==> config.mk <==
export PLATFORM = sky130hd
export DESIGN_NAME = raster_issuer
export DESIGN_NICKNAME = d
export VERILOG_FILES = /design/src/rtl/raster_issuer.sv
export SDC_FILE = /design/constraint.sdc
export NUM_CORES = 1
export LEC_CHECK = 0
export ABC_AREA = 0
export CAP_MARGIN = 20
export CORE_ASPECT_RATIO = 0.8
export CORE_MARGIN = 5
export CORE_UTILIZATION = 35
export CTS_CLUSTER_DIAMETER = 120
export DETAILED_ROUTE_END_ITERATION = 12
export HOLD_SLACK_MARGIN = 0.12
export PLACE_DENSITY_LB_ADDON = 0.08
export REMOVE_ABC_BUFFERS = 1
export SLEW_MARGIN = 15
export SYNTH_ARGS = -nofsm -noshare
export SYNTH_HDL_FRONTEND = slang
export SYNTH_SLANG_ARGS = --single-unit
==> constraint.sdc <==
create_clock -name PPL_clk -period 4.3 [get_ports PPL_clk]
set_input_delay 0.86 -clock PPL_clk [delete_from_list [all_inputs] [get_ports PPL_clk]]
set_output_delay 0.86 -clock PPL_clk [all_outputs]
set_load 0.01 [all_outputs]
==> src/rtl/raster_issuer.sv <==
// raster_issuer
//   Source side of the addressed-pixel stream that feeds the render pipeline
//   ahead of the line aligner. The block walks the screen in raster order and
//   issues one (x, y, addr) request for each accepted handshake. A line starts
//   only when the downstream line buffer has returned a line credit.
//
// Ports
//   PPL_clk      pipeline clock, all logic on the rising edge
//   rst_n        asynchronous reset, active low
//   frame_start  one-cycle pulse that arms one frame (ignored unless idle)
//   line_done    one-cycle pulse; downstream freed one line (returns a credit)
//   pix_ready    pipeline accepts the request this cycle
//   pix_valid    request valid
//   pix_x/pix_y  column / row of the current request
//   pix_addr     linear address pix_y*H_DISP + pix_x
//   pix_last     high with the request for the final pixel of the frame
//   busy         high whenever the issuer is not idle
//   frame_done   one-cycle pulse after the last pixel is accepted
//   credit_err   sticky credit-overflow flag, cleared only by reset

module raster_issuer #(
  parameter int H_DISP       = 1280,
  parameter int V_DISP       = 720,
  parameter int LINE_CREDITS = 1,
  parameter int ADDR_W       = 20,
  localparam int X_W = (H_DISP > 1) ? $clog2(H_DISP) : 1,
  localparam int Y_W = (V_DISP > 1) ? $clog2(V_DISP) : 1,
  localparam int C_W = $clog2(LINE_CREDITS + 1)
) (
  input  logic              PPL_clk,
  input  logic              rst_n,
  input  logic              frame_start,
  input  logic              line_done,
  input  logic              pix_ready,
  output logic              pix_valid,
  output logic [X_W-1:0]    pix_x,
  output logic [Y_W-1:0]    pix_y,
  output logic [ADDR_W-1:0] pix_addr,
  output logic              pix_last,
  output logic              busy,
  output logic              frame_done,
  output logic              credit_err
);

  typedef enum logic [1:0] {
    S_IDLE,
    S_WAIT,
    S_ISSUE,
    S_DONE
  } state_t;

  state_t              state_q, state_d;
  logic [X_W-1:0]      x_q, x_d;
  logic [Y_W-1:0]      y_q, y_d;
  logic [ADDR_W-1:0]   addr_q, addr_d;
  logic                valid_q, valid_d;
  logic                last_q, last_d;
  logic                busy_q, busy_d;
  logic                done_q, done_d;
  logic                err_q, err_d;
  logic [C_W-1:0]      credit_q, credit_d;

  logic take;
  logic xfer;
  logic x_end;
  logic y_end;

  always_comb begin
    state_d  = state_q;
    x_d      = x_q;
    y_d      = y_q;
    addr_d   = addr_q;
    valid_d  = valid_q;
    done_d   = 1'b0;
    err_d    = err_q;
    credit_d = credit_q;

    // A credit is consumed exactly on the WAIT->ISSUE transition.
    take  = (state_q == S_WAIT) && (credit_q != '0);
    xfer  = valid_q && pix_ready;
    x_end = (x_q == X_W'(H_DISP - 1));
    y_end = (y_q == Y_W'(V_DISP - 1));

    case (state_q)
      S_IDLE: begin
        if (frame_start) begin
          state_d = S_WAIT;
          x_d     = '0;
          y_d     = '0;
          addr_d  = '0;
        end
      end
      S_WAIT: begin
        if (take) begin
          state_d = S_ISSUE;
          valid_d = 1'b1;
        end
      end
      S_ISSUE: begin
        if (xfer) begin
          if (x_end) begin
            valid_d = 1'b0;
            if (y_end) begin
              // Coordinates hold through DONE and are cleared on the way out.
              state_d = S_DONE;
              done_d  = 1'b1;
            end else begin
              state_d = S_WAIT;
              x_d     = '0;
              y_d     = y_q + Y_W'(1);
              addr_d  = addr_q + ADDR_W'(1);
            end
          end else begin
            x_d    = x_q + X_W'(1);
            addr_d = addr_q + ADDR_W'(1);
          end
        end
      end
      S_DONE: begin
        state_d = S_IDLE;
        x_d     = '0;
        y_d     = '0;
        addr_d  = '0;
      end
      default: begin
        state_d = S_IDLE;
        valid_d = 1'b0;
      end
    endcase

    // Credit return and take in the same cycle cancel out. A return with
    // the counter already full and no take is an overflow: saturate, flag.
    if (line_done && !take) begin
      if (credit_q == C_W'(LINE_CREDITS)) begin
        err_d = 1'b1;
      end else begin
        credit_d = credit_q + C_W'(1);
      end
    end else if (take && !line_done) begin
      credit_d = credit_q - C_W'(1);
    end

    last_d = valid_d && (x_d == X_W'(H_DISP - 1)) && (y_d == Y_W'(V_DISP - 1));
    busy_d = (state_d != S_IDLE);
  end

  always_ff @(posedge PPL_clk or negedge rst_n) begin
    if (!rst_n) begin
      state_q  <= S_IDLE;
      x_q      <= '0;
      y_q      <= '0;
      addr_q   <= '0;
      valid_q  <= 1'b0;
      last_q   <= 1'b0;
      busy_q   <= 1'b0;
      done_q   <= 1'b0;
      err_q    <= 1'b0;
      credit_q <= C_W'(LINE_CREDITS);
    end else begin
      state_q  <= state_d;
      x_q      <= x_d;
      y_q      <= y_d;
      addr_q   <= addr_d;
      valid_q  <= valid_d;
      last_q   <= last_d;
      busy_q   <= busy_d;
      done_q   <= done_d;
      err_q    <= err_d;
      credit_q <= credit_d;
    end
  end

  assign pix_valid  = valid_q;
  assign pix_x      = x_q;
  assign pix_y      = y_q;
  assign pix_addr   = addr_q;
  assign pix_last   = last_q;
  assign busy       = busy_q;
  assign frame_done = done_q;
  assign credit_err = err_q;

endmodule

==> qor.csv <==
metric,value,unit
CP Launch Type,flip-flop,
Layout Cells excl Fill,468,
"Area growth, synth to finish",25.3,%
cts repair resizes,0,
main combinational cell family by area after synthesis,simple AND/OR/NAND/NOR gates,
final worst slack,1220,ps
layout cells sized above 1,8.06,%
RSZ-0062 raised after global routing,no,
max cap viols,0,
relative slew slack,47.0,%
Placer Congestion,0.826,
dominant cell type by area after synthesis,dfrtp_1,
hold bufs inserted after CTS,0,
total wire length,8.48,mm
Setup WS pre-CTS,903,ps
status,"complete, no violations",
CP endpoint kind,flip-flop,
PD cells,371,nW/um2
top cell type's share of synthesized area,41.8,%
Fillers,793,
DPL Wire Length,6.13,mm
Mapped Area,2880,um2
hold crit path type,reg -> reg,
initial antenna violation count,0,
nets,371,
final instance area,3600,um2
CTS Buf Count,5,
Top Ports,51,
Max Transition Viols Final,0,
yosys synthesis warning count,0,
# diodes,0,
grt ovf,0,
"Reg clk slew, reported paths",100,ps
via count,2644,
post-CTS setup buffers,0,
Avg WL per Cell,18.1,um
Core ar.,7980,um2
maximum VDD drop,0.000197,V
Seq. cell area,1230,um2
Pwr Total,1.34,mW
Worst-Margin Slew,789,ps
Die X-Extent,111,um
first-pass GRT wire length,14.0,mm
dpl cell area,3490,um2
post-route ant nets,0,
Synth Area in Simple Gates,26.0,%
ys flop type,dfrtp_1,
CTS tree,built,
Worst EP arrival,3310,ps
Root Buffer,clkbuf_8,
setup tns final,0,ps
part of the cycle the worst path needs,71.7,%
Tot GR Track Use,16.7,%
die height,91.1,um
Post-synth EDFFs,0,
r2r setup slk,1220,ps
pin count of the biggest net entering global routing,50,
Multi-input gate area,1550,um2
syn_area_per_cell,9.25,um2
Sink Count,49,
adder-cell share of the synthesized area,3.04,%
Iter 0 DRT Violations,240,
Area contributors post-synth,"dfrtp_1 (42%), a22o_1 (4.0%), nand2_1 (3.8%)",
Pre-Repair DR Iteration Count,5,
number of synthesized register bits,49,
die area,10100,um2
Leakage,1.48,nW
FP Rows,29,
number of global-route vias before repair,2489,
Vias/cell,5.65,
Synth Area in XOR/XNOR,3.04,%
clk_skew,8.58,ps
CTS max path bufs,2,
Async SR Flop Fraction,100,%
synthesized netlist cell count,311,
Yosys cell types,54,
setup violators final,0,
drt drc,0,
clock latency on the worst-skew pair,300,ps
Final Hold Fails,0,
Compound-Gate Fraction of Synth Area,20.6,%
Initial Util,36.0,%
"commonest cells after routing, fill and taps aside","clkdlybuf4s50_1 (49), dfrtp_1 (48), nand2_1 (29)",
crit-path max FO,19,
Max Clk Rate,0.324,GHz
"commonest non-fill, non-tap cell in the layout",clkdlybuf4s50_1,
CP required,4530,ps
IO buf count,50,
placed cell count,460,
sequential fraction of the synthesis area,42.7,%
htree depth,2,
Setup CP Type,reg -> reg,
fin crit period,3080,ps
post-synthesis mux area share,1.13,%
final core utilization,45.2,%
WHS,462,ps
critical path, cell delays in order, from the launching register on:
cell and delay [ps]:
dfrtp_1 440, ha_1 320, nand4bb_4 160, nor3_1 670, a21o_1 340, a211o_1 560, nor2_1 340, nor2_1 170
cell usage after synthesis (4+ instances only):
cell / instances
a31oi_1: 6
nand4_1: 12
nor3_1: 20
o21ai_0: 12
xor2_1: 4
dfrtp_1: 48
inv_1: 10
a21o_1: 9
a22o_1: 13
nand2_1: 29
a21oi_1: 10
clkbuf_1: 10
buf_2: 5
xnor2_1: 6
and3_1: 6
nand3_1: 13
nor4_1: 6
a211o_1: 4
ha_1: 7
nor2_1: 22
logic make-up after synthesis:
logic type | count (synthesis)
mux | 3
simple gates | 136
xor+xnor | 10
buf+inv | 25
compound gates | 81
flops | 49
fa+ha+maj | 7
power by group:
part	internal, mW	switching, mW	total [mW]	leakage, nW
combinational	0.143	0.335	0.477	0.757
sequential	0.490	0.0259	0.516	0.669
clock	0.174	0.168	0.342	0.0543
total	0.807	0.528	1.34	1.48
layer usage:
layer  global-route usage (%)  vias up  wire, um
li1                         -     1273         -
met1                     28.1     1282      4570
met2                     21.5       87      3390
met3                     3.65        2       500
met4                     2.53        0        25
met5                        0        -         0
sequential cells by signal (all words and copies together) (netlist names):
register,cells
frame_done,1
state_q,2
credit_err,1
pix_last,1
pix_valid,1
busy,1
pix_y,10
pix_x,11
pix_addr,20
credit_q,1
cell type report:
class                           instances  area share (%)
Timing Repair Buffer                   56            15.0
Clock buffer                            5            1.91
Inverter                               10            1.04
Multi-Input combinational cell        237            43.0
Clock inverter                          3            1.28
Tap cell                              108            3.75
Sequential cell                        49            34.1
worst paths after layout:
check | depth (start not counted) | startpoint | endpoint
worst max-delay path | 7 | pix_x[0]$_DFF_PN0_ | pix_addr[11]$_DFFE_PN0P_
worst min-delay path | 1 | credit_err$_DFFE_PN0P_ | credit_err$_DFFE_PN0P_
worst max register to register | 7 | pix_x[0]$_DFF_PN0_ | pix_addr[11]$_DFFE_PN0P_
worst min register to register | 1 | credit_err$_DFFE_PN0P_ | credit_err$_DFFE_PN0P_
max in group asynchronous | 2 | rst_n | pix_x[8]$_DFF_PN0_
min in group asynchronous | 2 | rst_n | pix_y[8]$_DFF_PN0_
(Power assumes the default switching activity.)
